<file path="src/rtl/wb_arbiter.sv">
// Register-file writeback arbiter: merges pipeline writebacks with buffered
// long-latency results, preserving write ordering and bounding starvation.
module wb_arbiter #(
  parameter int FIFO_DEPTH   = 2,
  parameter int STARVE_LIMIT = 4
) (
  input  logic        clk,
  input  logic        rst,
  input  logic        p_we,
  input  logic [4:0]  p_waddr,
  input  logic [31:0] p_wdata,
  input  logic        l_valid,
  output logic        l_ready,
  input  logic [4:0]  l_waddr,
  input  logic [31:0] l_wdata,
  output logic        stall_req,
  output logic        we,
  output logic [4:0]  waddr,
  output logic [31:0] wdata,
  output logic        pend_busy
);

  localparam int AW = $clog2(FIFO_DEPTH);
  localparam logic [AW:0] DEPTH_C  = (AW+1)'(FIFO_DEPTH);
  localparam logic [3:0]  STARVE_C = 4'(STARVE_LIMIT);

  logic [AW-1:0]         rd_ptr, wr_ptr;
  logic [AW:0]           count;
  logic [3:0]            wait_cnt;
  logic [FIFO_DEPTH-1:0] live;
  logic [4:0]            q_addr [FIFO_DEPTH];
  logic [31:0]           q_data [FIFO_DEPTH];

  logic nonempty, head_live, forced, p_req, head_gnt, p_gnt, pop, push, can_push;

  always_comb begin
    nonempty  = (count != '0);
    head_live = nonempty && live[rd_ptr];
    forced    = (wait_cnt >= STARVE_C);
    p_req     = p_we && (p_waddr != 5'd0);
    head_gnt  = head_live && (forced || !p_req);
    p_gnt     = p_req && !(forced && head_live);
    // A dead head drains on its own without occupying the write port.
    pop       = nonempty && (head_gnt || !live[rd_ptr]);
    can_push  = (count < DEPTH_C);
    push      = l_valid && can_push && (l_waddr != 5'd0);
  end

  // Outputs are gated by reset so an active pipeline cannot write during reset.
  always_comb begin
    we        = 1'b0;
    waddr     = 5'd0;
    wdata     = 32'd0;
    l_ready   = rst && can_push;
    stall_req = forced;
    pend_busy = nonempty;
    if (rst) begin
      if (head_gnt) begin
        we    = 1'b1;
        waddr = q_addr[rd_ptr];
        wdata = q_data[rd_ptr];
      end else if (p_gnt) begin
        we    = 1'b1;
        waddr = p_waddr;
        wdata = p_wdata;
      end
    end
  end

  always_ff @(posedge clk or negedge rst) begin
    if (!rst) begin
      rd_ptr   <= '0;
      wr_ptr   <= '0;
      count    <= '0;
      wait_cnt <= 4'd0;
      live     <= '0;
    end else begin
      // Buffered results are older than the pipeline write, so it supersedes them.
      for (int i = 0; i < FIFO_DEPTH; i++) begin
        if (p_gnt && (q_addr[i] == p_waddr)) live[i] <= 1'b0;
      end
      if (pop) begin
        live[rd_ptr] <= 1'b0;
        rd_ptr       <= rd_ptr + AW'(1);
      end
      if (push) begin
        live[wr_ptr] <= !(p_gnt && (l_waddr == p_waddr));
        wr_ptr       <= wr_ptr + AW'(1);
      end
      case ({push, pop})
        2'b10:   count <= count + (AW+1)'(1);
        2'b01:   count <= count - (AW+1)'(1);
        default: count <= count;
      endcase
      if (head_gnt || !nonempty)
        wait_cnt <= 4'd0;
      else if (head_live && (wait_cnt != 4'hF))
        wait_cnt <= wait_cnt + 4'd1;
    end
  end

  always_ff @(posedge clk) begin
    if (push) begin
      q_addr[wr_ptr] <= l_waddr;
      q_data[wr_ptr] <= l_wdata;
    end
  end

endmodule

</file>
<file path="config.mk">
export PLATFORM = sky130hd
export DESIGN_NAME = wb_arbiter
export DESIGN_NICKNAME = d
export VERILOG_FILES = /design/src/rtl/wb_arbiter.sv
export SDC_FILE = /design/constraint.sdc
export NUM_CORES = 1
export LEC_CHECK = 0
export BUFFER_PORTS_ARGS = -buffer_cell sky130_fd_sc_hd__buf_2
export CAP_MARGIN = 10
export CORE_MARGIN = 1
export CORE_UTILIZATION = 52
export DETAILED_ROUTE_END_ITERATION = 10
export PLACE_DENSITY = 0.76
export SLEW_MARGIN = 15
export SYNTH_ARGS = -nofsm -noshare
export SYNTH_HDL_FRONTEND = slang
export SYNTH_SLANG_ARGS = --single-unit
</file>
<file path="constraint.sdc">
create_clock -name clk -period 2.9 [get_ports clk]
set_clock_uncertainty 0.2 [all_clocks]
set_input_delay 0.29 -clock clk [delete_from_list [all_inputs] [get_ports clk]]
set_output_delay 0.29 -clock clk [all_outputs]
set_load 0.05 [all_outputs]
</file>
### After elaboration in Yosys (flattened, before gate mapping)

Memory sizes are Yosys's and may differ from the RTL's.
Cells that the tools add are included.

| cells by class | value |
|---|---|
| $add $sub $neg | 5 |
| multipliers | 0 |
| divide/modulo/power cells | 0 |
| magnitude comparators | 6 |
| equal/unequal tests | 6 |
| shift operators | 0 |
| mux-type cells | 25 |
| bitwise operators | 2 |
| reductions and logical operators | 28 |

Operators by type and width:

| operator | number |
|---|---|
| $mux W32 | 3 |
| $eq A5 B5 Y1 | 3 |
| $logic_and A1 B1 Y1 | 15 |
| $mux W5 | 3 |
| $mux W1 | 11 |
| $reduce_bool A5 Y1 | 2 |
| $mux W4 | 2 |
| $reduce_bool A2 Y1 | 3 |
| $logic_not A1 Y1 | 5 |
| $add A4 B1 Y4 const B | 1 |
| $ge A4 B3 Y1 const B | 1 |
| $lt A1 B2 Y1 const B | 2 |
| $mux W2 | 2 |
| $ne A4 B4 Y1 const B | 1 |
| $pmux W2 S2 | 1 |
| $logic_or A1 B1 Y1 | 3 |
| $add A1 B1 Y1 const B | 2 |
| $add A2 B1 Y2 const B | 1 |
| $and A2 B2 Y2 | 1 |
| $bwmux W2 | 1 |
| $demux W1 S1 | 2 |
| $eq A2 B1 Y1 const B | 1 |
| $eq A2 B2 Y1 const B | 1 |
| $ge A1 B1 Y1 const B | 2 |
| 3 further kinds | 3 |

| storage, ports and cells | value |
|---|---|
| flip-flop bits (word level) | 10 |
| latch bits | 0 |
| RAM bits | 74 |
| ROM bits | 0 |
| input bits | 78 |
| output and inout port bits | 41 |
| logic and storage cells | 79 |
| memories | 2 |

Memory list:

| memory | words | bits a word | read ports | clocked after memory_dff | write ports | line | source |
|---|---|---|---|---|---|---|---|
| q_data | 2 | 32 | 1 | 0 | 1 | 32 | `logic [31:0] q_data [FIFO_DEPTH];` |
| q_addr | 2 | 5 | 3 | 0 | 1 | 31 | `logic [4:0] q_addr [FIFO_DEPTH];` |

### Longest topological paths before layout

| depth | value |
|---|---|
| depth after elaboration | 12 |
| depth in mapped cells | 7 |
| depth with buffers taken out | 7 |

### Least setup slack after synthesis

OpenSTA, ideal clock, no wires.

| timing | value |
|---|---|
| path kind | input -> output |
| start | input port p_waddr[1] |
| end | output port waddr[1] |
| data arrival time | 2,021 ps |
| slack | 389 ps |
| stages | 4 |
| path through | or4_4 > o211ai_4 > nand3_4 > o2bb2ai_1 |

| between the ends | value |
|---|---|
| cells in the longest elaborated chain, start to end | 7 |

Ends and longest elaborated chain:

| item | line | source |
|---|---|---|
| start: declaration | 10 | `input logic [4:0] p_waddr,` |
| $reduce_bool A5 Y1 | 40 | `p_req = p_we && (p_waddr != 5'd0);` |
| $logic_and A1 B1 Y1 | 40 |  |
| $logic_not A1 Y1 | 41 | `head_gnt = head_live && (forced \|\| !p_req);` |
| $logic_or A1 B1 Y1 | 41 |  |
| $logic_and A1 B1 Y1 | 41 |  |
| $mux W5 (*) | 58 | `if (head_gnt) begin` |
| $mux W5 (*) | 57 | `if (rst) begin` |
| end: declaration | 18 | `output logic [4:0] waddr,` |

Mark *: on every way between the ends. The rest lies on a longest branch, timed or not.

### Worst setup path in the final report

| timing | value |
|---|---|
| start | register rd_ptr |
| end | output port waddr[0] |

| between the ends | value |
|---|---|
| cells in the longest elaborated chain, start to end | 9 |

Ends and longest elaborated chain:

| item | line | source |
|---|---|---|
| start: declaration | 27 | `logic [AW-1:0] rd_ptr, wr_ptr;` |
| start signal: assignment | 84 | `rd_ptr <= rd_ptr + AW'(1);` |
| $mux W1 (not written as such) (2 in a row) | 38 | `head_live = nonempty && live[rd_ptr];` |
| $logic_and A1 B1 Y1 | 38 |  |
| $logic_and A1 B1 Y1 | 42 | `p_gnt = p_req && !(forced && head_live);` |
| $logic_not A1 Y1 | 42 |  |
| $logic_and A1 B1 Y1 | 42 |  |
| $mux W5 | 62 | `end else if (p_gnt) begin` |
| $mux W5 (*) | 58 |  |
| $mux W5 (*) | 57 |  |

Mark *: on every way between the ends. The rest lies on a longest branch, timed or not. The select of a mux whose other input is x is not followed.

==> run summary <==
### Final layout
• Nets: 504
• fraction of the core area covered by cells at the end of the flow: 73.31%
• fraction of layout instances using a drive strength above 1: 43.46%
• Final Non-Filler Cells: 527
• layout filler cell count: 521
• layout overhead on the synthesized area: 33.97%
• Ant. Diodes: 0
• Layout Cell Area excl Fill: 5403 µm²

### Flow run
• Max-Cap Viols: 0

### Timing
• worst hold slack: 0.2300 ns
• Worst slew margin: 65.55%
• Max Freq: 361.9 MHz
• final-report hold violation count: 0
• final worst path period need: 2.763 ns
• worst path setup slack after routing: 0.1365 ns
• Worst-Margin Slew: 0.5167 ns
• Post-Route Setup TNS: 0 ns
• setup repair after global routing missed its margin: false
• final cycle utilization of the critical path: 95.29%
• count of final setup violators: 0
• max-slew violation count: 0

### Yosys
• number of library cell types mapped by synthesis: 39
• synthesized net count: 335
• primary flip-flop cell chosen by synthesis mapping: sky130_fd_sc_hd__edfxtp_1
• number of register bits inferred by synthesis: 84
• synth top area cells: sky130_fd_sc_hd__edfxtp_1 (55%), sky130_fd_sc_hd__o2bb2ai_2 (11%), sky130_fd_sc_hd__mux2i_1 (8.7%)
• share of flip-flops with an asynchronous set or reset: 11.90%
• part of the Yosys area used for sequential elements: 61.31%
• number of synthesized flops with an enable pin: 74
• largest area contributor in the netlist: sky130_fd_sc_hd__edfxtp_1
• portion of synthesized cell area occupied by the leading cell type: 55.10%
• Gate Count Post-Synth: 255
• mean area per synthesized cell: 15.81 µm²
• Yosys warning total: 0
• netlist area before placement: 4033 µm²

### Place
• total cell area at the placement stage: 4783 µm²
• post-placement cell count: 473
• port bufs: 118
• worst slack, placed: 0.1126 ns
• final estimated routing congestion in global placement: 0.8559
• HPWL Detailed: 5639 µm

### Pwr
• Peak VDD IR: 0.4703 mV
• Tot Pwr: 4.209 mW
• P per Cell Area: 779.1 nW/µm²
• Leakage: 2.187 nW

### Route
• Initial DRC Count: 142
• number of remaining DRC errors: 0
• detail-routed via count per cell: 5.355
• total number of vias: 2,822
• average detailed-routed wire length per instance: 16.46 µm
• remaining number of nets flagged by the antenna check after routing: 0
• wirelength, routed: 8673 µm
• count of TritonRoute iterations in the first routing pass: 4

### Clock network
• CTS tree: yes
• Worst-path clk slew: 0.09 ns
• sinks on the clock net: 84
• number of buffers added by the clock tree synthesis step: 9
• Root Driver: sky130_fd_sc_hd__clkbuf_8
• latest clock arrival within the worst-skew pair: 0.34 ns
• H-tree depth: 3
• maximum root-to-sink buffer count: 2

### Worst setup path
• data arrival time of the worst path: 2.27 ns
• kind of start point of the critical path: flip-flop
• type of destination of the critical path: primary output
• class of the most critical setup path: reg -> out
• CP Data Required Time: 2.41 ns
• CP Max Fanout: 41
• worst flop-to-flop path startpoint: rd_ptr
• startpoint of the most critical setup path: rd_ptr

### Die
• Die Span Y: 90.06 µm
• site row count: 31
• I/O pin total: 119
• die width: 90.06 µm
• core area: 7370 µm²
• DIE AREA: 8111 µm²
• Starting Density: 54.72%

### GRT
• total overflow reported by the global router: 0
• initial antenna violation count: 0
• global-route total usage across every layer: 22.18%
• largest net degree at the start of global routing: 42
• vias in the first global route: 2,864
• global-route wire length before repair: 13,870 µm

### Status
• outcome: complete, no violations

### Hold path
• startpoint of the lowest-slack hold path: p_waddr[4]
• Hold WC Path Type: in -> reg

==> where the power goes <==
part	internal, mW	switching (mW)	total (mW)
Combinational	0.580	1.05	1.63
Sequential	1.59	0.0986	1.69
Clock	0.482	0.411	0.893
Total	2.65	1.56	4.21
==> final timing paths <==
path | end | slack [ns] | cells past startpoint
min in group asynchronous | wait_cnt[1] | 0.26 | 3
worst min register to register | wr_ptr | 0.33 | 2
worst max register to register | count[1] | 0.58 | 6
worst min-delay path | live[1] | 0.23 | 5
max in group asynchronous | rd_ptr | 2.05 | 3
worst max-delay path | waddr[0] | 0.14 | 6
==> flip-flops by register name, indices dropped and copies added (netlist names) <==
signal / cells
rd_ptr: 1
wr_ptr: 1
q_data: 64
q_addr: 10
live: 2
count: 2
wait_cnt: 4
==> placed cells by master, fill, tap and decap left out, types with 2 or more instances in the layout <==
cell,n
sky130_fd_sc_hd__a21boi_1,4
sky130_fd_sc_hd__a21oi_1,3
sky130_fd_sc_hd__buf_12,2
sky130_fd_sc_hd__buf_2,118
sky130_fd_sc_hd__buf_4,11
sky130_fd_sc_hd__bufinv_16,2
sky130_fd_sc_hd__clkbuf_8,9
sky130_fd_sc_hd__dfrtp_1,9
sky130_fd_sc_hd__dlygate4sd3_1,38
sky130_fd_sc_hd__edfxtp_1,74
sky130_fd_sc_hd__ha_1,2
sky130_fd_sc_hd__inv_1,5
sky130_fd_sc_hd__mux2_1,3
sky130_fd_sc_hd__mux2i_1,35
sky130_fd_sc_hd__nand2_1,7
sky130_fd_sc_hd__nand3_1,13
sky130_fd_sc_hd__nor2_1,4
sky130_fd_sc_hd__nor2_2,2
sky130_fd_sc_hd__nor2b_1,2
sky130_fd_sc_hd__nor4_1,3
sky130_fd_sc_hd__o211ai_1,2
sky130_fd_sc_hd__o21ai_1,3
sky130_fd_sc_hd__o22ai_1,2
sky130_fd_sc_hd__o2bb2ai_1,4
sky130_fd_sc_hd__o2bb2ai_2,30
sky130_fd_sc_hd__o311ai_1,2
sky130_fd_sc_hd__xnor2_1,17
sky130_fd_sc_hd__xor2_1,3
==> worst max-delay path: stages (launching register included) <==
cell                       delay [ns]
sky130_fd_sc_hd__dfrtp_2         0.39
sky130_fd_sc_hd__buf_6           0.41
sky130_fd_sc_hd__mux2_2          0.45
sky130_fd_sc_hd__nand3_1         0.17
sky130_fd_sc_hd__nand3_1         0.10
sky130_fd_sc_hd__a21boi_1        0.12
sky130_fd_sc_hd__buf_2           0.28
==> cell usage after synthesis, types with 2 or more instances <==
library cell	instances
sky130_fd_sc_hd__edfxtp_1	74
sky130_fd_sc_hd__mux2i_1	35
sky130_fd_sc_hd__o2bb2ai_2	30
sky130_fd_sc_hd__xnor2_1	17
sky130_fd_sc_hd__nand3_1	13
sky130_fd_sc_hd__dfrtp_1	10
sky130_fd_sc_hd__nand2_1	7
sky130_fd_sc_hd__inv_1	5
sky130_fd_sc_hd__nor2_1	5
sky130_fd_sc_hd__a21boi_1	4
sky130_fd_sc_hd__clkbuf_1	4
sky130_fd_sc_hd__o2bb2ai_1	4
sky130_fd_sc_hd__a21oi_1	3
sky130_fd_sc_hd__buf_4	3
sky130_fd_sc_hd__buf_6	3
sky130_fd_sc_hd__mux2_1	3
sky130_fd_sc_hd__nor4_1	3
sky130_fd_sc_hd__o21ai_1	3
sky130_fd_sc_hd__xor2_1	3
sky130_fd_sc_hd__buf_2	2
sky130_fd_sc_hd__ha_1	2
sky130_fd_sc_hd__nor2b_1	2
sky130_fd_sc_hd__o211ai_1	2
sky130_fd_sc_hd__o22ai_1	2
sky130_fd_sc_hd__o311ai_1	2
==> logic make-up after synthesis <==
kind of cell               synth area share, %
DFF                                      61.31
xor gates and xnor gates                 4.344
AOI/OAI and AO/OA                        16.04
buffers and inverters                    2.575
muxes                                    9.805
adders and majority gates               0.6204
and+or+nand+nor                          5.306
==> final cells by class <==
type / count / area [µm²] / area share (%)
timing repair buffer: 170 / 1105 / 20.45
multi-input combinational: 153 / 1465 / 27.12
tap: 99 / 123.9 / 2.293
inverter: 6 / 22.52 / 0.4169
clock inverter: 6 / 88.84 / 1.644
sequential: 84 / 2474 / 45.79
clock buffer: 9 / 123.9 / 2.293
==> routing by layer <==
layer  up-vias  share of wire, %  wire length (µm)  track usage, %
met5         -                 0                 0               0
met4         0               1.1                96           7.527
met3         8               3.9               334           3.976
met2        87                53              4622           40.39
met1      1388                42              3620           26.31
li1       1339                 -                 -               -
==> repair_timing <==
action | 4_1_cts | 5_1_grt
resized for setup | 1 | 1
hold buffers | 38 | 0
pin swaps | 1 | 0
endpoints found under the hold margin | 84 | 0
endpoints found under the setup margin | 23 | 33
buffers inserted | 1 | 0
Power figures use the tool's default switching activity.
